--- src/rtl/dmem_arbiter.sv ---
// dmem_arbiter
//   Shares one byte-addressed data memory between the pipeline MEM stage
//   (cpu_*) and the loader/debug port (ext_*). Each access runs
//   IDLE -> ACCESS -> RESP: arbitration and request latching in IDLE, one memory
//   cycle in ACCESS, and a one-cycle ack (with err and extended load data) in RESP.
//
//   Configuration macro: DMEM_ARB_RR_EN
//     defined   -> round-robin arbitration using a 1-bit last-grant flag.
//     undefined -> fixed cpu priority, plus a starvation counter that forces an
//                  ext grant after STARVE_LIMIT cpu grants made while ext_req is high.
//
// Ports
//   clk, rst            clock; synchronous active-high reset
//   cpu_req/we/size/signed/addr/wdata   cpu request, held until cpu_ack
//   cpu_ack/err/rdata   completion pulse, error flag, load result (held)
//   ext_*               same set as cpu_*, for the loader/debug port
//   dm_ena/w/r          memory enable / write strobe / read strobe (ACCESS only)
//   dm_byteena          byte enables relative to dm_addr
//   dm_addr/dm_wdata    memory address / write data (hold outside ACCESS)
//   dm_rdata            combinational read data from memory
module dmem_arbiter #(
  parameter int ADDR_W       = 32,
  parameter int STARVE_LIMIT = 4
) (
  input  logic              clk,
  input  logic              rst,
  input  logic              cpu_req,
  input  logic              cpu_we,
  input  logic [1:0]        cpu_size,
  input  logic              cpu_signed,
  input  logic [ADDR_W-1:0] cpu_addr,
  input  logic [31:0]       cpu_wdata,
  output logic              cpu_ack,
  output logic              cpu_err,
  output logic [31:0]       cpu_rdata,
  input  logic              ext_req,
  input  logic              ext_we,
  input  logic [1:0]        ext_size,
  input  logic              ext_signed,
  input  logic [ADDR_W-1:0] ext_addr,
  input  logic [31:0]       ext_wdata,
  output logic              ext_ack,
  output logic              ext_err,
  output logic [31:0]       ext_rdata,
  output logic              dm_ena,
  output logic              dm_w,
  output logic              dm_r,
  output logic [3:0]        dm_byteena,
  output logic [ADDR_W-1:0] dm_addr,
  output logic [31:0]       dm_wdata,
  input  logic [31:0]       dm_rdata
);

  typedef enum logic [1:0] {S_IDLE, S_ACCESS, S_RESP} state_t;

  state_t r_state;
  state_t w_state_next;

  // Request latch
  logic              r_owner_ext;
  logic              r_we;
  logic [1:0]        r_size;
  logic              r_signed;
  logic [ADDR_W-1:0] r_addr;
  logic [31:0]       r_wdata;
  logic              r_err;
  logic [31:0]       r_cpu_rdata;
  logic [31:0]       r_ext_rdata;

  logic              w_any_req;
  logic              w_pick_ext;
  logic [1:0]        w_sel_size;
  logic [ADDR_W-1:0] w_sel_addr;
  logic              w_grant;
  logic              w_dm_ena, w_dm_w, w_dm_r;
  logic [3:0]        w_dm_be;
  logic              w_cpu_ack, w_ext_ack;
  logic [31:0]       w_load_data;

  function automatic logic [3:0] size_to_be(input logic [1:0] size);
    case (size)
      2'b00:   size_to_be = 4'b0001;
      2'b01:   size_to_be = 4'b0011;
      2'b10:   size_to_be = 4'b1111;
      default: size_to_be = 4'b0000;
    endcase
  endfunction

  function automatic logic misaligned(input logic [1:0] size, input logic [1:0] a_lo);
    case (size)
      2'b00:   misaligned = 1'b0;
      2'b01:   misaligned = a_lo[0];
      2'b10:   misaligned = |a_lo;
      default: misaligned = 1'b1;
    endcase
  endfunction

  function automatic logic [31:0] extend(input logic [1:0] size, input logic sgn,
                                         input logic [31:0] d);
    case (size)
      2'b00:   extend = {{24{sgn & d[7]}}, d[7:0]};
      2'b01:   extend = {{16{sgn & d[15]}}, d[15:0]};
      default: extend = d;
    endcase
  endfunction

  assign w_any_req  = cpu_req | ext_req;
  assign w_grant    = (r_state == S_IDLE) && w_any_req;
  assign w_sel_size = w_pick_ext ? ext_size : cpu_size;
  assign w_sel_addr = w_pick_ext ? ext_addr : cpu_addr;

`ifdef DMEM_ARB_RR_EN
  // Favour whichever port was not served last; resets to "ext last".
  logic r_last_ext;

  assign w_pick_ext = ext_req && (!cpu_req || !r_last_ext);

  always_ff @(posedge clk) begin
    if (rst)
      r_last_ext <= 1'b1;
    else if (w_grant)
      r_last_ext <= w_pick_ext;
  end
`else
  // Counts cpu grants made while ext is waiting; saturates at the limit,
  // at which point ext wins the next arbitration.
  localparam logic [3:0] STARVE_C = 4'(STARVE_LIMIT);
  logic [3:0] r_starve_cnt;

  assign w_pick_ext = ext_req && (!cpu_req || (r_starve_cnt >= STARVE_C));

  always_ff @(posedge clk) begin
    if (rst || !ext_req)
      r_starve_cnt <= 4'd0;
    else if (w_grant) begin
      if (w_pick_ext)
        r_starve_cnt <= 4'd0;
      else if (r_starve_cnt < STARVE_C)
        r_starve_cnt <= r_starve_cnt + 4'd1;
    end
  end
`endif

  always_ff @(posedge clk) begin
    if (rst)
      r_state <= S_IDLE;
    else
      r_state <= w_state_next;
  end

  // rst gates the strobes combinationally so a reset landing in ACCESS
  // never lets the falling-edge write happen.
  always_comb begin
    w_state_next = r_state;
    w_dm_ena     = 1'b0;
    w_dm_w       = 1'b0;
    w_dm_r       = 1'b0;
    w_dm_be      = 4'b0000;
    w_cpu_ack    = 1'b0;
    w_ext_ack    = 1'b0;
    case (r_state)
      S_IDLE: begin
        if (w_any_req)
          w_state_next = S_ACCESS;
      end
      S_ACCESS: begin
        w_state_next = S_RESP;
        if (!r_err && !rst) begin
          w_dm_ena = 1'b1;
          w_dm_w   = r_we;
          w_dm_r   = !r_we;
          w_dm_be  = size_to_be(r_size);
        end
      end
      S_RESP: begin
        w_state_next = S_IDLE;
        if (!rst) begin
          w_cpu_ack = !r_owner_ext;
          w_ext_ack = r_owner_ext;
        end
      end
      default: w_state_next = S_IDLE;
    endcase
  end

  always_ff @(posedge clk) begin
    if (rst) begin
      r_owner_ext <= 1'b0;
      r_we        <= 1'b0;
      r_size      <= 2'b00;
      r_signed    <= 1'b0;
      r_addr      <= '0;
      r_wdata     <= 32'h0;
      r_err       <= 1'b0;
    end else if (w_grant) begin
      r_owner_ext <= w_pick_ext;
      r_we        <= w_pick_ext ? ext_we     : cpu_we;
      r_size      <= w_sel_size;
      r_signed    <= w_pick_ext ? ext_signed : cpu_signed;
      r_addr      <= w_sel_addr;
      r_wdata     <= w_pick_ext ? ext_wdata  : cpu_wdata;
      r_err       <= misaligned(w_sel_size, w_sel_addr[1:0]);
    end
  end

  assign w_load_data = extend(r_size, r_signed, dm_rdata);

  // Load data is captured at the end of ACCESS so it is valid alongside the ack.
  always_ff @(posedge clk) begin
    if (rst) begin
      r_cpu_rdata <= 32'h0;
      r_ext_rdata <= 32'h0;
    end else if (r_state == S_ACCESS && !r_we && !r_err) begin
      if (r_owner_ext)
        r_ext_rdata <= w_load_data;
      else
        r_cpu_rdata <= w_load_data;
    end
  end

  assign cpu_ack    = w_cpu_ack;
  assign ext_ack    = w_ext_ack;
  assign cpu_err    = w_cpu_ack && r_err;
  assign ext_err    = w_ext_ack && r_err;
  assign cpu_rdata  = r_cpu_rdata;
  assign ext_rdata  = r_ext_rdata;
  assign dm_ena     = w_dm_ena;
  assign dm_w       = w_dm_w;
  assign dm_r       = w_dm_r;
  assign dm_byteena = w_dm_be;
  assign dm_addr    = r_addr;
  assign dm_wdata   = r_wdata;

endmodule

--- config.mk ---
export PLATFORM = sky130hd
export DESIGN_NAME = dmem_arbiter
export DESIGN_NICKNAME = d
export VERILOG_FILES = /design/src/rtl/dmem_arbiter.sv
export SDC_FILE = /design/constraint.sdc
export NUM_CORES = 1
export LEC_CHECK = 0
export BUFFER_PORTS_ARGS = -buffer_cell sky130_fd_sc_hd__buf_4
export CAP_MARGIN = 20
export CORE_MARGIN = 3
export CORE_UTILIZATION = 35
export CTS_CLUSTER_SIZE = 24
export DETAILED_ROUTE_END_ITERATION = 7
export GPL_TIMING_DRIVEN = 0
export PLACE_DENSITY = 0.7
export SLEW_MARGIN = 20
export SYNTH_ARGS = -nofsm -noshare
export SYNTH_HDL_FRONTEND = slang
export SYNTH_SLANG_ARGS = --single-unit
--- constraint.sdc ---
create_clock -name clk -period 3.8 [get_ports clk]
set_clock_uncertainty 0.2 [all_clocks]
set_input_delay 0.19 -clock clk [delete_from_list [all_inputs] [get_ports clk]]
set_output_delay 0.19 -clock clk [all_outputs]
set_load 0.02 [all_outputs]
==> out/results.tsv <==
stage	metric	value	unit
outcome	outcome	finished clean	
clock_network	clk_pin_slew_worst_paths	60	ps
clock_network	clk_latency	420	ps
run	drv_cap	0	
sta	setup_ws	1161	ps
drt	via_per_inst	5.011	
min_path	hold_end	cpu_rdata[9]	
grt	overflow	0	
logic_synthesis	yosysSeqAreaShare	0.4866	
layout	mostFrequentLayoutCells	buf_4 (313), nand2_1 (167), dlygate4sd3_1 (164), dfxtp_1 (140), nor2_1 (124)	
clock_network	clockBufferDepth	2	
clock_network	clock_sinks	140	
floorplan	start_util	0.3599	
setup_path	regToRegEndpoint	dm_addr[13]	
sta	finalSetupViolations	0	
setup_path	r2r_cells	8	
setup_path	path_cells	or3b_1 -> buf_2 -> and2_4 -> buf_6 -> clkbuf_1 -> nand2_1 -> a311oi_1 -> dlygate4sd3_1	
clock_network	post_cts_buffers	0	
sta	maxSlewViolCount	0	
sta	slew_headroom	0.5270	
setup_path	end_kind	register	
grt	antenna_found_initial	0	
clock_network	cts_tree	yes	
setup_path	crit_buf_inv	4	
floorplan	io_pins	311	
power_and_ir_drop	peakVddDrop	0.3118	mV
grt	grt_pass1_vias	7360	
sta	fin_crit	2639	ps
logic_synthesis	synth_nets	879	
min_path	worstHoldPathType	primary input to register	
logic_synthesis	syn_area_per_cell	8.204	um^2
grt	grt_usage	0.2672	
layout	num_antenna_cells	0	
setup_path	arrival	2810	ps
layout	final_common_cell	buf_4	
setup_path	r2r_start	r_starve_cnt[2]	
sta	period_share	0.6946	
logic_synthesis	yosys.cell_types.count	36	
sta	hold_violations	0	
drt	drc_errors	0	
clock_network	htreeDepth	4	
placement	dp_slack	1518	ps
logic_synthesis	yosysWarningCount	0	
grt	grt_max_degree	17	
drt	num_vias	7130	
sta	tightest_slew	702.1	ps
placement	gp_congestion	0.8398	
setup_path	worstPathRequired	3970	ps
floorplan	core_region_area	0.01600	mm^2
drt	drtPass1Iterations	7	
floorplan	die_area	0.01803	mm^2
clock_network	cts_inserted_buffers	17	
drt	drt-total-wl	24.70	mm
drt	ant_nets	0	
power_and_ir_drop	power_density	420.4	mW/mm^2
clock_network	cts_root_buffer	clkbuf_16	
layout	fin_nets	1371	
setup_path	r2r_slack	1160	ps
floorplan	die_y	134.3	um
setup_path	worst_path_max_delay_cell	dlygate4sd3_1	
sta	rsz0062_at_grt	false	
setup_path	path_max_fanout	10	
logic_synthesis	synth_flop_cell	dfxtp_1	
min_path	min-delay-start	dm_rdata[9]	
layout	area_growth	83.27	%
placement	numPortBuffers	309	
sta	tns	0	ps
logic_synthesis	synth_area	0.005759	mm^2
logic_synthesis	netlist_instances	702	
setup_path	max_stage_delay	590	ps
sta	fmax	378.9	MHz
layout	layout-drive-gt1-share	0.3165	
logic_synthesis	synth_async_sr_flop_share	0	
logic_synthesis	ys_seq_elements	140	
power_and_ir_drop	p_leak	4.805	nW
logic_synthesis	synth_edf_count	0	
min_path	holdPathStages	3	
placement	dp_hpwl	16.90	mm
floorplan	die_x	134.3	um
setup_path	crit_type	register to register	
setup_path	start_kind	register	
setup_path	crit_family	buffers and inverters	
drt	first_iter_violations	383	
grt	grt_first_pass_wirelength	38.33	mm
floorplan	rows	46	
drt	wire_per_inst	17.35	um
-- layer usage --
layer | up-vias | track usage | share of wire
li1 | 3440 | - | -
met1 | 3297 | 0.2946 | 0.37
met2 | 333 | 0.4668 | 0.50
met3 | 60 | 0.08965 | 0.093
met4 | 0 | 0.1193 | 0.035
met5 | - | 0 | 0
-- layout make-up --
class                           instances  area (um^2)
Sequential cell                       140         2803
Fill cell                            1262         5445
Clock buffer                           22        474.2
Inverter                                4        15.01
Buffer                                 64        340.3
Clock inverter                         10        90.09
Timing Repair Buffer                  473         3961
Multi-Input combinational cell        494         2601
Tap cell                              216        270.3
-- flip-flops by register name, summed over array words and instances (netlist names) --
register,cells
r_owner_ext,1
dm_addr,32
r_err,1
r_signed,1
r_size,2
dm_wdata,32
r_we,1
r_starve_cnt,4
cpu_rdata,32
ext_rdata,32
r_state,2
-- per-stage QoR --
step	power (mW)	area [um^2]	hold slack, ps	instances	util
after floorplan	2.191	5759	126.0	702	-
after global placement	2.642	8349	243.0	1227	0.5218
after detailed placement	2.650	8349	248.2	1227	0.5218
after CTS	4.433	10560	3.982	1423	0.6597
after global routing	4.615	10560	20.12	1423	0.6597
final	4.437	10560	11.76	1423	0.6597
-- worst reg2reg max path, stage by stage, from the launching register on --
cell,delay [ps]
dfxtp_1,340
or3b_1,110
buf_2,190
and2_4,170
buf_6,110
clkbuf_1,420
nand2_1,150
a311oi_1,320
dlygate4sd3_1,590
-- power breakdown --
group          total [mW]  switching [mW]  internal, mW
Sequential           1.67          0.0769          1.59
Clock                1.60           0.650         0.950
Combinational        1.17           0.593         0.574
Total                4.44            1.32          3.12
-- cells by family (layout without fill, tap and decap cells) --
group,Yosys count,count (layout),share of synthesized area
buf+inv,68,573,0.06170
fa+ha+maj,5,5,0.01086
flops,140,140,0.4866
compound gates,171,171,0.2162
mux,1,1,0.001738
simple gates,317,317,0.2229
-- worst max-delay path by stage --
stage	start	to	slack [ps]	cells past startpoint
2_1_floorplan	r_size[0]	cpu_rdata[28]	1880	8
5_1_grt	r_state[1]	dm_addr[2]	1020	7
4_1_cts	r_state[1]	dm_addr[27]	1250	7
3_5_place_dp	r_size[0]	cpu_rdata[26]	1520	8
3_3_place_gp	r_size[1]	ext_rdata[28]	1550	6
6_report	r_starve_cnt[2]	dm_addr[13]	1160	8
-- cells in the mapped netlist (all sizes together) (3+ instances only) --
master	count	area (um^2)
and3	3	18.77
a21oi	46	230.2
nand2b	3	18.77
nor2	125	476.7
a311oi	65	569.3
ha	5	62.56
nand2	168	633.1
and2	7	46.30
a211oi	51	382.9
clkbuf	25	93.84
buf	39	246.5
o21ai	4	20.01
inv	4	15.01
dfxtp	140	2803
-- what timing repair did --
action | in CTS | in global routing
endpoints found under the hold margin | 126 | 0
hold buffers | 164 | 0
resized for setup | 0 | 0
No activity file was read; power rests on OpenSTA's default activity.
